## config.mk

```make
export PLATFORM = sky130hd
export DESIGN_NAME = branch_target_cache_flat
export DESIGN_NICKNAME = d
export VERILOG_FILES = /design/src/rtl/branch_target_cache_if.sv /design/src/rtl/branch_target_cache.sv /design/src/flat_wrapper.sv
export SDC_FILE = /design/constraint.sdc
export NUM_CORES = 2
export LEC_CHECK = 0
export CAP_MARGIN = 40
export CORE_MARGIN = 5
export CORE_UTILIZATION = 30
export CTS_BUF_LIST = sky130_fd_sc_hd__clkbuf_2
export DETAILED_ROUTE_END_ITERATION = 6
export GPL_ROUTABILITY_DRIVEN = 0
export PLACE_DENSITY_LB_ADDON = 0.12
export SLEW_MARGIN = 20
export SYNTH_ARGS = -nofsm -noshare
export SYNTH_HDL_FRONTEND = slang
export SYNTH_SLANG_ARGS = --single-unit
```

## constraint.sdc

```tcl
create_clock -name iCLOCK -period 10.95 [get_ports iCLOCK]
set_clock_uncertainty 0.1 [all_clocks]
set_input_delay 2.19 -clock iCLOCK [delete_from_list [all_inputs] [get_ports iCLOCK]]
set_output_delay 2.19 -clock iCLOCK [all_outputs]
set_load 0.05 [all_outputs]
```

## src/rtl/branch_target_cache_if.sv

```systemverilog
// Search/update bus of the branch target cache.
// The cache drives the o* response signals; the fetch/resolve side drives the i* request signals.
interface branch_target_cache_if;
    logic        iSEARCH_STB;
    logic [31:0] iSEARCH_INST_ADDR;
    logic        oSEARCH_VALID;
    logic        oSEARCH_HIT;
    logic        oSEARCH_PREDICT_BRANCH;
    logic [31:0] oSEARCH_ADDR;
    logic        iJUMP_STB;
    logic        iJUMP_HIT;
    logic [31:0] iJUMP_ADDR;
    logic [31:0] iJUMP_INST_ADDR;

    modport master (
        output iSEARCH_STB, iSEARCH_INST_ADDR, iJUMP_STB, iJUMP_HIT, iJUMP_ADDR, iJUMP_INST_ADDR,
        input  oSEARCH_VALID, oSEARCH_HIT, oSEARCH_PREDICT_BRANCH, oSEARCH_ADDR
    );

    modport slave (
        input  iSEARCH_STB, iSEARCH_INST_ADDR, iJUMP_STB, iJUMP_HIT, iJUMP_ADDR, iJUMP_INST_ADDR,
        output oSEARCH_VALID, oSEARCH_HIT, oSEARCH_PREDICT_BRANCH, oSEARCH_ADDR
    );
endinterface

```

## src/rtl/branch_target_cache.sv

```systemverilog
// Set-associative branch target cache with 2-bit taken counters and age-based LRU replacement.
// Lookups are registered (1-cycle latency); updates from branch resolution allocate only on taken.
module branch_target_cache #(
    parameter int SET_N = 8,
    parameter int WAY_N = 4
) (
    input  logic iCLOCK,
    input  logic inRESET,
    input  logic iRESET_SYNC,
    input  logic iFLUSH,
    branch_target_cache_if.slave bus
);
    localparam int IDXW = $clog2(SET_N);
    localparam int AW   = $clog2(WAY_N);
    localparam int TAGW = 30 - IDXW;

    typedef logic [WAY_N-1:0][AW-1:0] age_set_t;
    typedef logic [WAY_N-1:0][1:0]    cnt_set_t;

    logic [WAY_N-1:0] valid_q [SET_N];
    logic [WAY_N-1:0] valid_d [SET_N];
    cnt_set_t         cnt_q   [SET_N];
    cnt_set_t         cnt_d   [SET_N];
    age_set_t         age_q   [SET_N];
    age_set_t         age_d   [SET_N];
    logic [TAGW-1:0]  tag_q   [SET_N][WAY_N];
    logic [31:0]      tgt_q   [SET_N][WAY_N];

    logic        rsp_valid_q, rsp_valid_d;
    logic        rsp_hit_q, rsp_hit_d;
    logic        rsp_pred_q, rsp_pred_d;
    logic [31:0] rsp_addr_q, rsp_addr_d;

    logic [IDXW-1:0] s_idx, u_idx;
    logic [TAGW-1:0] s_tag, u_tag;
    logic            s_hit, u_hit;
    logic [AW-1:0]   s_way, u_way, v_way, wr_way;
    logic            tag_we, tgt_we;

    // Low two address bits never take part in the lookup.
    logic unused_addr_lsb;
    assign unused_addr_lsb = ^{bus.iSEARCH_INST_ADDR[1:0], bus.iJUMP_INST_ADDR[1:0]};

    assign s_idx = bus.iSEARCH_INST_ADDR[IDXW+1:2];
    assign s_tag = bus.iSEARCH_INST_ADDR[31:IDXW+2];
    assign u_idx = bus.iJUMP_INST_ADDR[IDXW+1:2];
    assign u_tag = bus.iJUMP_INST_ADDR[31:IDXW+2];

    function automatic age_set_t age_init();
        age_set_t r;
        for (int w = 0; w < WAY_N; w++) r[w] = AW'(w);
        return r;
    endfunction

    // Move way w to most-recent, aging only the ways that were more recent than it.
    function automatic age_set_t touch(age_set_t a, logic [AW-1:0] w);
        age_set_t r;
        r = a;
        for (int i = 0; i < WAY_N; i++)
            if (a[i] < a[w]) r[i] = a[i] + AW'(1);
        r[w] = '0;
        return r;
    endfunction

    always_comb begin
        s_hit = 1'b0;
        s_way = '0;
        u_hit = 1'b0;
        u_way = '0;
        v_way = '0;
        for (int w = 0; w < WAY_N; w++) begin
            if (valid_q[s_idx][w] && tag_q[s_idx][w] == s_tag) begin
                s_hit = 1'b1;
                s_way = AW'(w);
            end
            if (valid_q[u_idx][w] && tag_q[u_idx][w] == u_tag) begin
                u_hit = 1'b1;
                u_way = AW'(w);
            end
            if (age_q[u_idx][w] == AW'(WAY_N-1)) v_way = AW'(w);
        end
        // Invalid ways win over the LRU way; descending scan leaves the lowest index.
        for (int w = WAY_N-1; w >= 0; w--)
            if (!valid_q[u_idx][w]) v_way = AW'(w);
    end

    always_comb begin
        valid_d     = valid_q;
        cnt_d       = cnt_q;
        age_d       = age_q;
        tag_we      = 1'b0;
        tgt_we      = 1'b0;
        wr_way      = u_way;
        rsp_valid_d = 1'b0;
        rsp_hit_d   = 1'b0;
        rsp_pred_d  = 1'b0;
        rsp_addr_d  = '0;
        if (iFLUSH) begin
            for (int s = 0; s < SET_N; s++) begin
                valid_d[s] = '0;
                cnt_d[s]   = '0;
                age_d[s]   = age_init();
            end
        end else begin
            rsp_valid_d = bus.iSEARCH_STB;
            if (bus.iSEARCH_STB && s_hit) begin
                rsp_hit_d  = 1'b1;
                rsp_pred_d = cnt_q[s_idx][s_way][1];
                rsp_addr_d = tgt_q[s_idx][s_way];
                // A concurrent update to the same set owns the age ordering this cycle.
                if (!(bus.iJUMP_STB && u_idx == s_idx))
                    age_d[s_idx] = touch(age_q[s_idx], s_way);
            end
            if (bus.iJUMP_STB) begin
                if (u_hit) begin
                    if (bus.iJUMP_HIT) begin
                        if (cnt_q[u_idx][u_way] != 2'd3)
                            cnt_d[u_idx][u_way] = cnt_q[u_idx][u_way] + 2'd1;
                        tgt_we = 1'b1;
                    end else if (cnt_q[u_idx][u_way] != 2'd0) begin
                        cnt_d[u_idx][u_way] = cnt_q[u_idx][u_way] - 2'd1;
                    end
                    age_d[u_idx] = touch(age_q[u_idx], u_way);
                end else if (bus.iJUMP_HIT) begin
                    wr_way                = v_way;
                    valid_d[u_idx][v_way] = 1'b1;
                    cnt_d[u_idx][v_way]   = 2'd2;
                    tag_we                = 1'b1;
                    tgt_we                = 1'b1;
                    age_d[u_idx]          = touch(age_q[u_idx], v_way);
                end
            end
        end
    end

    always_ff @(posedge iCLOCK or negedge inRESET) begin
        if (!inRESET) begin
            for (int s = 0; s < SET_N; s++) begin
                valid_q[s] <= '0;
                cnt_q[s]   <= '0;
                age_q[s]   <= age_init();
            end
            rsp_valid_q <= 1'b0;
            rsp_hit_q   <= 1'b0;
            rsp_pred_q  <= 1'b0;
            rsp_addr_q  <= '0;
        end else if (iRESET_SYNC) begin
            for (int s = 0; s < SET_N; s++) begin
                valid_q[s] <= '0;
                cnt_q[s]   <= '0;
                age_q[s]   <= age_init();
            end
            rsp_valid_q <= 1'b0;
            rsp_hit_q   <= 1'b0;
            rsp_pred_q  <= 1'b0;
            rsp_addr_q  <= '0;
        end else begin
            valid_q     <= valid_d;
            cnt_q       <= cnt_d;
            age_q       <= age_d;
            rsp_valid_q <= rsp_valid_d;
            rsp_hit_q   <= rsp_hit_d;
            rsp_pred_q  <= rsp_pred_d;
            rsp_addr_q  <= rsp_addr_d;
        end
    end

    // Tag and target payload is qualified by valid, so it carries no reset.
    always_ff @(posedge iCLOCK) begin
        if (tag_we && !iRESET_SYNC) tag_q[u_idx][wr_way] <= u_tag;
        if (tgt_we && !iRESET_SYNC) tgt_q[u_idx][wr_way] <= bus.iJUMP_ADDR;
    end

    assign bus.oSEARCH_VALID          = rsp_valid_q;
    assign bus.oSEARCH_HIT            = rsp_hit_q;
    assign bus.oSEARCH_PREDICT_BRANCH = rsp_pred_q;
    assign bus.oSEARCH_ADDR           = rsp_addr_q;
endmodule

```

## src/flat_wrapper.sv

```systemverilog
// flat-port wrapper written by rule: the top's interface ports become plain ports
module branch_target_cache_flat 
#(
    parameter int SET_N = 8,
    parameter int WAY_N = 4
)
  (iCLOCK, inRESET, iRESET_SYNC, iFLUSH, bus_iSEARCH_STB, bus_iSEARCH_INST_ADDR, bus_iJUMP_STB, bus_iJUMP_HIT, bus_iJUMP_ADDR, bus_iJUMP_INST_ADDR, bus_oSEARCH_VALID, bus_oSEARCH_HIT, bus_oSEARCH_PREDICT_BRANCH, bus_oSEARCH_ADDR);
  branch_target_cache_if bus_i ();
  input  logic iCLOCK;
  input  logic inRESET;
  input  logic iRESET_SYNC;
  input  logic iFLUSH;
  input wire logic [$bits(bus_i.iSEARCH_STB)-1:0] bus_iSEARCH_STB;
  input wire logic [$bits(bus_i.iSEARCH_INST_ADDR)-1:0] bus_iSEARCH_INST_ADDR;
  input wire logic [$bits(bus_i.iJUMP_STB)-1:0] bus_iJUMP_STB;
  input wire logic [$bits(bus_i.iJUMP_HIT)-1:0] bus_iJUMP_HIT;
  input wire logic [$bits(bus_i.iJUMP_ADDR)-1:0] bus_iJUMP_ADDR;
  input wire logic [$bits(bus_i.iJUMP_INST_ADDR)-1:0] bus_iJUMP_INST_ADDR;
  output wire logic [$bits(bus_i.oSEARCH_VALID)-1:0] bus_oSEARCH_VALID;
  output wire logic [$bits(bus_i.oSEARCH_HIT)-1:0] bus_oSEARCH_HIT;
  output wire logic [$bits(bus_i.oSEARCH_PREDICT_BRANCH)-1:0] bus_oSEARCH_PREDICT_BRANCH;
  output wire logic [$bits(bus_i.oSEARCH_ADDR)-1:0] bus_oSEARCH_ADDR;
  assign bus_i.iSEARCH_STB = bus_iSEARCH_STB;
  assign bus_i.iSEARCH_INST_ADDR = bus_iSEARCH_INST_ADDR;
  assign bus_i.iJUMP_STB = bus_iJUMP_STB;
  assign bus_i.iJUMP_HIT = bus_iJUMP_HIT;
  assign bus_i.iJUMP_ADDR = bus_iJUMP_ADDR;
  assign bus_i.iJUMP_INST_ADDR = bus_iJUMP_INST_ADDR;
  assign bus_oSEARCH_VALID = bus_i.oSEARCH_VALID;
  assign bus_oSEARCH_HIT = bus_i.oSEARCH_HIT;
  assign bus_oSEARCH_PREDICT_BRANCH = bus_i.oSEARCH_PREDICT_BRANCH;
  assign bus_oSEARCH_ADDR = bus_i.oSEARCH_ADDR;
  branch_target_cache #(.SET_N(SET_N), .WAY_N(WAY_N)) u_core (.iCLOCK(iCLOCK), .inRESET(inRESET), .iRESET_SYNC(iRESET_SYNC), .iFLUSH(iFLUSH), .bus(bus_i));
endmodule
```

==> qor.yml <==
outcome: "complete, but fails checks"
violations: "design-rule violations"
grt_overflow_total: 0
drive_gt1_share_pct: 27.0
insertion_delay_ns: 1.97
cts_tree: "yes"
grt_antenna_before_repair: 20
arrival_ns: 8.80
critPathRequiredTime_ns: 12.59
crit_chain: "buf_8, buf_4, or2_2, o22ai_1, a211oi_2, xnor2_1, nor3_1, nand4_1, or2_2, a31oi_1, mux2i_1, mux2i_1, nor2_1, ha_1, nor3_1, o21ai_2, a2111oi_4, nand2_2, o21ai_1"
worstMarginPinSlew_ns: 0.993
p_sw_mw: 4.57
hpwl_mm: 240
grt_util_all_layers_pct: 24.0
avgSynthCellArea_um2: 15.1
crit_fanout: 48
maxCapViolations: 0
cts-root-buf: "clkbuf_2"
clockBufferDepth: 4
final_antenna_net_count: 0
hold_viol: 0
final_cells: 11300
path_buf_inv: 2
finalNetCount: 6846
wl_mm: 394
intPower_mw: 11.6
tns_ns: 0
relSlewSlack_pct: 33.5
yosysSeqAreaShare_pct: 67.1
synth_ff_type: "edfxtp_1"
syn_to_final_growth_pct: 15.4
htree_levels: 6
ctsResizeCount: 0
setup_viol: 0
finalCritPeriodShare_pct: 65.5
placed_cells: 10200
asyncSetResetFlopFracSynth_pct: 9.36
core_area_um2: 305000
yosysUniqueCellTypes: 117
dieArea_um2: 317000
rows: 203
die_h_um: 563
hold_path_class: "reg2reg"
power_density_nw_per_um2: 153
end_kind: "flip-flop"
period_minus_slack_ns: 7.17
drc: 2
yosys_warnings: 0
synth_edf_count: 1888
netlist.area_leader.share_pct: 61.7
power_frac_comb_pct: 9.8
start_util_pct: 30.1
fillers: 30000
path_clk_slew_ns: 0.09
seq_power_share_pct: 53.6
cpPeakStageDelay_ns: 0.66
ys_seq_elements: 2083
p_leak_nw: 35.2
rsz0062_at_grt: "no"
cts_made_buffers: 587
syn_nets: 6213
holdWs_ns: 0.415
synth_top_cell_by_area: "edfxtp_1"
cts.sinks: 2083
worst_setup_path_start_kind: "input port"
fmax_mhz: 140
drv_slew: 0
num_io_pins: 138
grt_max_degree: 98
num_vias: 64800
irDropWorstVdd_v: 0.0000820
timing_worst_setup_path_type: "in2reg"
io_buffer_count: 133
synth.area.top_cells: "edfxtp_1, dfrtp_1, mux4_2"
dr.first_iter.drc_count: 7568
netlist_instances: 6097
crit_slowest_cell: "a2111oi_4"
drt-wirelength-per-cell_um: 35.0
cp_top_family: "simple AND/OR/NAND/NOR gates"
vias_per_cell: 5.75
synth_area_um2: 91900
grt_pass1_vias: 64600
grt_pass1_wl_mm: 537
drt_first_pass_iters: 7
die_w_um: 563
clkPwrFrac_pct: 36.5
p_sw_share_pct: 28.2
==> final timing paths <==
kind	start	to	slack (ns)	depth (start not counted)
setup reg to reg	u_core.tag_q[7][65]	u_core.cnt_q[34]	5.10	16
min in group asynchronous	inRESET	u_core.cnt_q[59]	0.81	2
max in group asynchronous	inRESET	u_core.age_q[54]	8.68	4
hold reg to reg	u_core.valid_q[11]	u_core.valid_q[11]	0.42	2
setup / recovery	bus_iJUMP_INST_ADDR[4]	u_core.cnt_q[34]	3.78	19
hold / removal	u_core.valid_q[11]	u_core.valid_q[11]	0.42	2
==> routing by layer <==
layer | up-vias | GRT usage, % | part of all wire [%]
met2 | 3328 | 37.6 | 45
li1 | 26700 | - | -
met4 | 8 | 8.65 | 3.8
met5 | - | 0 | 0.010
met1 | 34000 | 33.4 | 43
met3 | 735 | 4.42 | 7.6
==> cell type report <==
type	instances	area [um2]	area share, %
clock inverter	138	998	0.942
antenna	11	27.5	0.0260
multi-input combinational	3514	28600	27.0
tap	4100	5130	4.84
clock buffer	883	4420	4.17
timing repair buffer	504	5040	4.75
inverter	40	159	0.150
sequential	2083	61600	58.1
==> worst min-delay path, cell delays in order, from the launching register on <==
cell	delay, ns
dfrtp_1	0.36
a21oi_1	0.04
nor2_1	0.07
==> power by group through the flow <==
stage,registers (mW),clock network (mW),logic (mW)
after global placement,8.86,0,1.54
after floorplan,8.86,0,0.776
after detailed placement,8.86,0,1.57
after CTS,8.68,6.12,1.57
after global routing,8.68,6.54,1.65
final,8.68,5.91,1.59
==> synthesized netlist by cell type (145+ instances only) <==
library cell,number
mux4_2,175
edfxtp_1,1888
mux2_2,198
dfrtp_1,163
nand2_1,182
nor2_1,324
xnor2_1,145
a221oi_1,152
o22ai_1,513
mux2i_1,286
clkbuf_1,238
a21oi_1,192
==> stage by stage <==
stage | area [um2] | power, mW | util (%) | setup WS (ns)
2_1_floorplan | 91900 | 9.64 | - | 3.17
3_3_place_gp | 99700 | 10.4 | 32.7 | 1.77
3_5_place_dp | 100000 | 10.4 | 32.9 | 1.75
4_1_cts | 106000 | 16.4 | 34.7 | 3.91
5_1_grt | 106000 | 16.9 | 34.7 | 3.81
6_report | 106000 | 16.2 | 34.7 | 3.78
==> placed cells by master (no fill, tap or decap), types with 22 or more instances in the layout <==
cell type	netlist	routed
a221o_1	91	91
o211ai_1	44	44
dfrtp_1	163	163
edfxtp_1	1888	1888
inv_1	35	32
a31oi_1	22	22
or4_1	33	33
o221ai_1	78	78
xnor2_1	145	145
buf_4	42	269
nor2_4	1	70
mux4_2	175	175
mux2i_1	286	285
o21ai_0	120	120
a221oi_1	152	152
nand2_1	182	169
mux2_2	198	198
o22ai_1	513	513
clkinv_1	3	78
a22oi_1	120	120
nor2_1	324	252
dfstp_2	32	32
a211oi_1	49	48
a22o_1	61	61
o22a_1	45	45
a21oi_1	192	192
buf_8	1	38
clkbuf_2	0	883
buf_12	1	51
clkdlybuf4s50_1	0	109
nor3_1	94	90
nand3_1	37	37
nor4_1	116	113
xor2_1	71	71
==> repair_timing <==
item,in CTS,in global routing
setup buffers,0,0
hold buffers,1,0
hold endpoints to repair,66,0
==> registers in the layout, indices dropped and copies added (netlist names) <==
| register | cells |
|---|---|
| u_core.bus.oSEARCH_PREDICT_BRANCH | 1 |
| u_core.age_q | 64 |
| u_core.bus.oSEARCH_VALID | 1 |
| u_core.cnt_q | 64 |
| u_core.valid_q | 32 |
| u_core.bus.oSEARCH_ADDR | 32 |
| u_core.tag_q | 864 |
| u_core.tgt_q | 1024 |
| u_core.bus.oSEARCH_HIT | 1 |
==> kinds of logic after synthesis <==
| logic type | synth area share, % |
|---|---|
| xor gates and xnor gates | 2.06 |
| adders and majority gates | 0.225 |
| AOI/OAI and AO/OA | 12.5 |
| buffers and inverters | 2.61 |
| muxes | 9.96 |
| and+or+nand+nor | 5.53 |
| DFF | 67.1 |
Note: power is estimated with default switching activity, not from simulation.
